### src/rtl/eth_frame_rx.sv
// Byte-stream Ethernet receiver: strips preamble/SFD, filters on dst MAC and EtherType, writes payload+FCS to the buffer, checks CRC-32.
// Buffer writes lag the input byte by 1 cycle; no backpressure (rx_dv paces everything); verdict pulses one cycle after rx_dv falls.
module eth_frame_rx #(
  parameter logic [47:0] MAC_ADDR  = 48'h02_00_00_00_00_01,
  parameter logic [15:0] ETHERTYPE = 16'h88B5,
  parameter int          ADDR_W    = 11,
  parameter int          MAX_LEN   = 1504
) (
  input  logic              clk125,
  input  logic              rstn,
  input  logic              rx_dv,
  input  logic              rx_er,
  input  logic [7:0]        rx_data,
  output logic              wr_en,
  output logic [ADDR_W-1:0] wr_addr,
  output logic [7:0]        wr_data,
  output logic              frame_done,
  output logic              frame_ok,
  output logic [ADDR_W-1:0] frame_len,
  output logic [15:0]       good_cnt,
  output logic [15:0]       bad_cnt
);

  localparam logic [ADDR_W-1:0] LAST_IDX    = ADDR_W'(MAX_LEN - 1);
  localparam logic [ADDR_W-1:0] MIN_CNT     = ADDR_W'(50);
  localparam logic [ADDR_W-1:0] FCS_LEN     = ADDR_W'(4);
  localparam logic [31:0]       CRC_RESIDUE = 32'hDEBB20E3;

  typedef enum logic [2:0] {
    S_IDLE, S_PRE, S_HEADER, S_PAYLOAD, S_DROP, S_END
  } state_t;

  state_t            state, next_state;
  logic [3:0]        hdr_cnt;
  logic [ADDR_W-1:0] cnt;
  logic [31:0]       crc, crc_next;
  logic              mac_hit, bc_hit, mac_hit_n, bc_hit_n;
  logic              hdr_bad, hdr_pass, err, ovf;
  logic [7:0]        mac_byte;
  logic              frame_pass;
  logic [ADDR_W-1:0] len_n;

  function automatic logic [31:0] crc_byte(input logic [31:0] c, input logic [7:0] d);
    logic [31:0] r;
    r = c;
    for (int i = 0; i < 8; i++)
      r = (r >> 1) ^ ((r[0] ^ d[i]) ? 32'hEDB88320 : 32'h0);
    return r;
  endfunction

  always_comb begin
    mac_byte = 8'h00;
    case (hdr_cnt)
      4'd0:    mac_byte = MAC_ADDR[47:40];
      4'd1:    mac_byte = MAC_ADDR[39:32];
      4'd2:    mac_byte = MAC_ADDR[31:24];
      4'd3:    mac_byte = MAC_ADDR[23:16];
      4'd4:    mac_byte = MAC_ADDR[15:8];
      4'd5:    mac_byte = MAC_ADDR[7:0];
      default: mac_byte = 8'h00;
    endcase
  end

  // Unicast and broadcast matches are tracked separately; dst fails only once both are lost.
  always_comb begin
    mac_hit_n = mac_hit;
    bc_hit_n  = bc_hit;
    hdr_bad   = 1'b0;
    if (hdr_cnt < 4'd6) begin
      mac_hit_n = mac_hit & (rx_data == mac_byte);
      bc_hit_n  = bc_hit & (rx_data == 8'hFF);
      hdr_bad   = !mac_hit_n && !bc_hit_n;
    end else if (hdr_cnt == 4'd12) begin
      hdr_bad = (rx_data != ETHERTYPE[15:8]);
    end else if (hdr_cnt == 4'd13) begin
      hdr_bad = (rx_data != ETHERTYPE[7:0]);
    end
  end

  assign crc_next   = crc_byte(crc, rx_data);
  assign frame_pass = (crc == CRC_RESIDUE) && !err && (cnt >= MIN_CNT) && !ovf && hdr_pass;
  assign len_n      = (cnt >= FCS_LEN) ? (cnt - FCS_LEN) : '0;

  always_comb begin
    next_state = state;
    case (state)
      S_IDLE: if (rx_dv && rx_data == 8'h55) next_state = S_PRE;
      S_PRE: begin
        if (!rx_dv)                 next_state = S_IDLE;
        else if (rx_data == 8'hD5)  next_state = S_HEADER;
        else if (rx_data != 8'h55)  next_state = S_IDLE;
      end
      S_HEADER: begin
        if (!rx_dv)                 next_state = S_END;
        else if (hdr_bad)           next_state = S_DROP;
        else if (hdr_cnt == 4'd13)  next_state = S_PAYLOAD;
      end
      S_PAYLOAD: begin
        if (!rx_dv)                 next_state = S_END;
        else if (cnt == LAST_IDX)   next_state = S_DROP;
      end
      S_DROP: if (!rx_dv) next_state = S_END;
      S_END:   next_state = S_IDLE;
      default: next_state = S_IDLE;
    endcase
  end

  always_ff @(posedge clk125) begin
    if (!rstn) begin
      state      <= S_IDLE;
      hdr_cnt    <= '0;
      cnt        <= '0;
      crc        <= 32'hFFFFFFFF;
      mac_hit    <= 1'b0;
      bc_hit     <= 1'b0;
      hdr_pass   <= 1'b0;
      err        <= 1'b0;
      ovf        <= 1'b0;
      wr_en      <= 1'b0;
      wr_addr    <= '0;
      wr_data    <= '0;
      frame_done <= 1'b0;
      frame_ok   <= 1'b0;
      frame_len  <= '0;
      good_cnt   <= '0;
      bad_cnt    <= '0;
    end else begin
      state      <= next_state;
      wr_en      <= 1'b0;
      frame_done <= 1'b0;
      case (state)
        S_PRE: if (rx_dv && rx_data == 8'hD5) begin
          hdr_cnt  <= '0;
          cnt      <= '0;
          crc      <= 32'hFFFFFFFF;
          mac_hit  <= 1'b1;
          bc_hit   <= 1'b1;
          hdr_pass <= 1'b0;
          err      <= 1'b0;
          ovf      <= 1'b0;
        end
        S_HEADER: if (rx_dv) begin
          crc     <= crc_next;
          hdr_cnt <= hdr_cnt + 4'd1;
          mac_hit <= mac_hit_n;
          bc_hit  <= bc_hit_n;
          err     <= err | rx_er;
          if (hdr_cnt == 4'd13 && !hdr_bad) hdr_pass <= 1'b1;
        end
        S_PAYLOAD: if (rx_dv) begin
          crc     <= crc_next;
          wr_en   <= 1'b1;
          wr_addr <= cnt;
          wr_data <= rx_data;
          cnt     <= cnt + 1'b1;
          err     <= err | rx_er;
          if (cnt == LAST_IDX) ovf <= 1'b1;
        end
        S_DROP: if (rx_dv) err <= err | rx_er;
        default: ;
      endcase
      // Verdict registers on the edge that enters S_END so frame_done is high during S_END.
      if (next_state == S_END) begin
        frame_done <= 1'b1;
        frame_ok   <= frame_pass;
        frame_len  <= len_n;
        if (frame_pass) begin
          if (good_cnt != 16'hFFFF) good_cnt <= good_cnt + 16'd1;
        end else begin
          if (bad_cnt != 16'hFFFF) bad_cnt <= bad_cnt + 16'd1;
        end
      end
    end
  end

endmodule

### config.mk
export PLATFORM = sky130hd
export DESIGN_NAME = eth_frame_rx
export DESIGN_NICKNAME = d
export VERILOG_FILES = /design/src/rtl/eth_frame_rx.sv
export SDC_FILE = /design/constraint.sdc
export NUM_CORES = 1
export LEC_CHECK = 0
export CAP_MARGIN = 20
export CORE_ASPECT_RATIO = 1.25
export CORE_MARGIN = 1.5
export CORE_UTILIZATION = 35
export DETAILED_ROUTE_END_ITERATION = 7
export HOLD_SLACK_MARGIN = 0.02
export SYNTH_ARGS = -nofsm -noshare
export SYNTH_HDL_FRONTEND = slang
export SYNTH_SLANG_ARGS = --single-unit
### constraint.sdc
create_clock -name clk125 -period 2.75 [get_ports clk125]
set_input_delay 0.6875 -clock clk125 [delete_from_list [all_inputs] [get_ports clk125]]
set_output_delay 0.6875 -clock clk125 [all_outputs]
set_load 0.01 [all_outputs]
==> out/metrics.yaml <==
peakVddDrop_mv: 0.432
route.met2.wl_um: 8690
power.density_nw_per_um2: 537
die-area_um2: 18500
dr_wl_met3_um: 481
netlist_instances: 733
avgSynthCellArea_um2: 8.43
period_share_pct: 93.1
cts_tree: "done"
pwr-share-comb_pct: 8.0
finalHoldViolCount: 0
clockBufferDepth: 2
r2r_start: "cnt[0]$_SDFFE_PN0P_"
cts_sinks: 120
wire_per_inst_um: 15.3
diodes: 0
path_clk_slew_ns: 0.05
num-fill-cells: 1673
setup_slack_ns: 0.189
p_sw_share_pct: 23.2
synth-edff-count: 0
hold_class: "register to register"
placementRows: 54
syn_to_final_growth_pct: 34.6
reg2reg_setup_slack_ns: 0.21
drive_gt1_share_pct: 15.9
dp_hpwl_um: 12400
final_max_slew_viol_count: 0
yosys_warnings: 0
power_frac_seq_pct: 38.9
post-route-drc-count: 0
p_leak_nw: 2.96
p_total_mw: 4.47
yosysSeqAreaShare_pct: 38.9
power_switching_mw: 1.04
rsz0062_at_grt: "false"
synth_top_area_share_pct: 38.9
port_buffers: 76
numCtsBuffers: 17
mostFrequentLayoutCell: "dfxtp_1"
final_cell_mix: "dfxtp_1 (120), nand2_1 (91), nor2_1 (88)"
grt_pass1_wl_um: 27700
clk_latency_ns: 0.42
vias_per_cell: 5.08
first_pass_iters: 6
syn_area_um2: 6180
top_layer: "met4"
r2r_end: "bad_cnt[9]$_SDFFE_PN0P_"
place_congestion: 0.828
slew_headroom_pct: 53.4
start_kind: "primary input"
cp_max_fo: 7
fp.dieH_um: 152
start_util_pct: 35.6
dp_slack_ns: -0.235
regArea_um2: 2400
utilization_pct: 47.9
wl_met1_um: 7300
crit_path_start: "rx_data[5]"
cts_root_buf: "clkbuf_16"
multi_input_comb_area_um2: 3550
rr_worst_depth: 9
worst_setup_path_end_kind: "register"
maxCapViolCount: 0
die_w_um: 122
cp.required_ns: 3.06
finClkSkew_ns: 0.0119
antenna_found_initial: 0
num-nets-final: 889
overflow: 0
worstMarginPinSlew_ns: 0.696
setup_viol: 0
ys_ff_latch: 120
grt_pass1_vias: 5435
synth_nets: 755
ys_top_cells_by_area: "dfxtp_1 (39%), xnor2_1 (10%), nand2_1 (5.5%), nor2_1 (5.3%), o21ai_0 (3.2%)"
status: "finished, final reports clean"
core_um2: 17400
synth_ff_type: "dfxtp_1"
p_int_mw: 3.43
arrival_ns: 2.87
pwr-share-clk_pct: 53.1
ios: 77
drt_iter0_markers: 313
ys_types: 68
track_usage_pct: 19.1
htreeDepth: 4
grt_max_degree: 33
via_count: 5599
finalCriticalPeriod_ns: 2.56
yosysTopAreaCell: "dfxtp_1"
fmax_mhz: 391
synthArstFlopShare_pct: 0
path_class: "primary input to register"
cp-endpoint: "cnt[8]$_SDFFE_PN0P_"
wl_um: 16900
ant_nets: 0
## cell usage after synthesis, types with 7 or more instances
cell	count
nand3_1	26
nor2_1	88
o21ai_0	40
nand2_1	91
nand4_1	10
and3_1	8
inv_1	12
a21oi_1	35
xor2_1	22
buf_2	10
nor3_2	7
dfxtp_1	120
ha_1	10
nor3_1	35
clkbuf_1	27
xnor2_1	73
nor4_1	11
## per-stage QoR
stage | area (um^2) | setup TNS (ns) | std cells | hold slack (ns)
after floorplan | 6180 | 0 | 733 | 0.431
after global placement | 7700 | -4.68 | 1072 | 0.443
after global routing | 8320 | 0 | 1103 | 0.473
final | 8320 | 0 | 1103 | 0.452
after CTS | 8320 | 0 | 1103 | 0.456
after detailed placement | 7700 | -5.80 | 1072 | 0.448
## power by group through the flow
stage	Clock [mW]	Sequential, mW	Combinational, mW
2_1_floorplan	0	1.78	0.210
3_3_place_gp	0	1.78	0.356
3_5_place_dp	0	1.78	0.356
4_1_cts	2.41	1.74	0.359
5_1_grt	2.48	1.74	0.384
6_report	2.37	1.74	0.359
## routing by layer
metal / track usage [%] / vias up
li1: - / 2806
met1: 22.7 / 2657
met2: 34.1 / 108
met3: 2.99 / 28
met4: 7.88 / 0
met5: 0 / -
## kinds of logic after synthesis
logic type / Yosys count / synth area share (%)
flops: 120 / 38.9
compound gates: 116 / 11.7
mux: 6 / 0.972
xor+xnor: 105 / 16.6
simple gates: 323 / 26.3
fa+ha+maj: 10 / 2.02
buf+inv: 53 / 3.66
## worst max-delay path: stages
cell and delay [ns]:
clkdlybuf4s50_1 0.48, or4b_4 0.57, or4_4 0.52, a211oi_4 0.27, nand3_1 0.12, xor2_1 0.18, nor2_2 0.04
## layout make-up
cell class,instances,area share [%]
Timing Repair Buffer,155,17.0
Inverter,13,0.586
Clock inverter,14,2.42
Clock buffer,17,5.11
Multi-Input combinational cell,560,42.7
Tap cell,224,3.37
Sequential cell,120,28.9
## sequential cells by signal, indices dropped and copies added, names as in the netlist, 3 cells and up
name and count:
crc 32, bad_cnt 16, good_cnt 16, cnt 11
frame_len 11, wr_addr 11, wr_data 8, hdr_cnt 4
state 3
## worst min path at each step
stage / startpoint / endpoint / slack, ns / cells after the start
2_1_floorplan: err$_SDFFE_PN0P_ / err$_SDFFE_PN0P_ / 0.43 / 2
3_3_place_gp: frame_len[2]$_SDFFE_PN0P_ / frame_len[2]$_SDFFE_PN0P_ / 0.44 / 2
3_5_place_dp: wr_data[2]$_SDFFE_PN0P_ / wr_data[2]$_SDFFE_PN0P_ / 0.45 / 2
4_1_cts: wr_data[2]$_SDFFE_PN0P_ / wr_data[2]$_SDFFE_PN0P_ / 0.46 / 2
5_1_grt: wr_data[2]$_SDFFE_PN0P_ / wr_data[2]$_SDFFE_PN0P_ / 0.47 / 2
6_report: wr_data[2]$_SDFFE_PN0P_ / wr_data[2]$_SDFFE_PN0P_ / 0.45 / 2
## timing repair
action / 4_1_cts / 5_1_grt
setup endpoints to repair: 0 / 3
gates resized for setup: 0 / 1
hold buffers: 0 / 0
buffers inserted: 0 / 0
(Power assumes the default switching activity.)
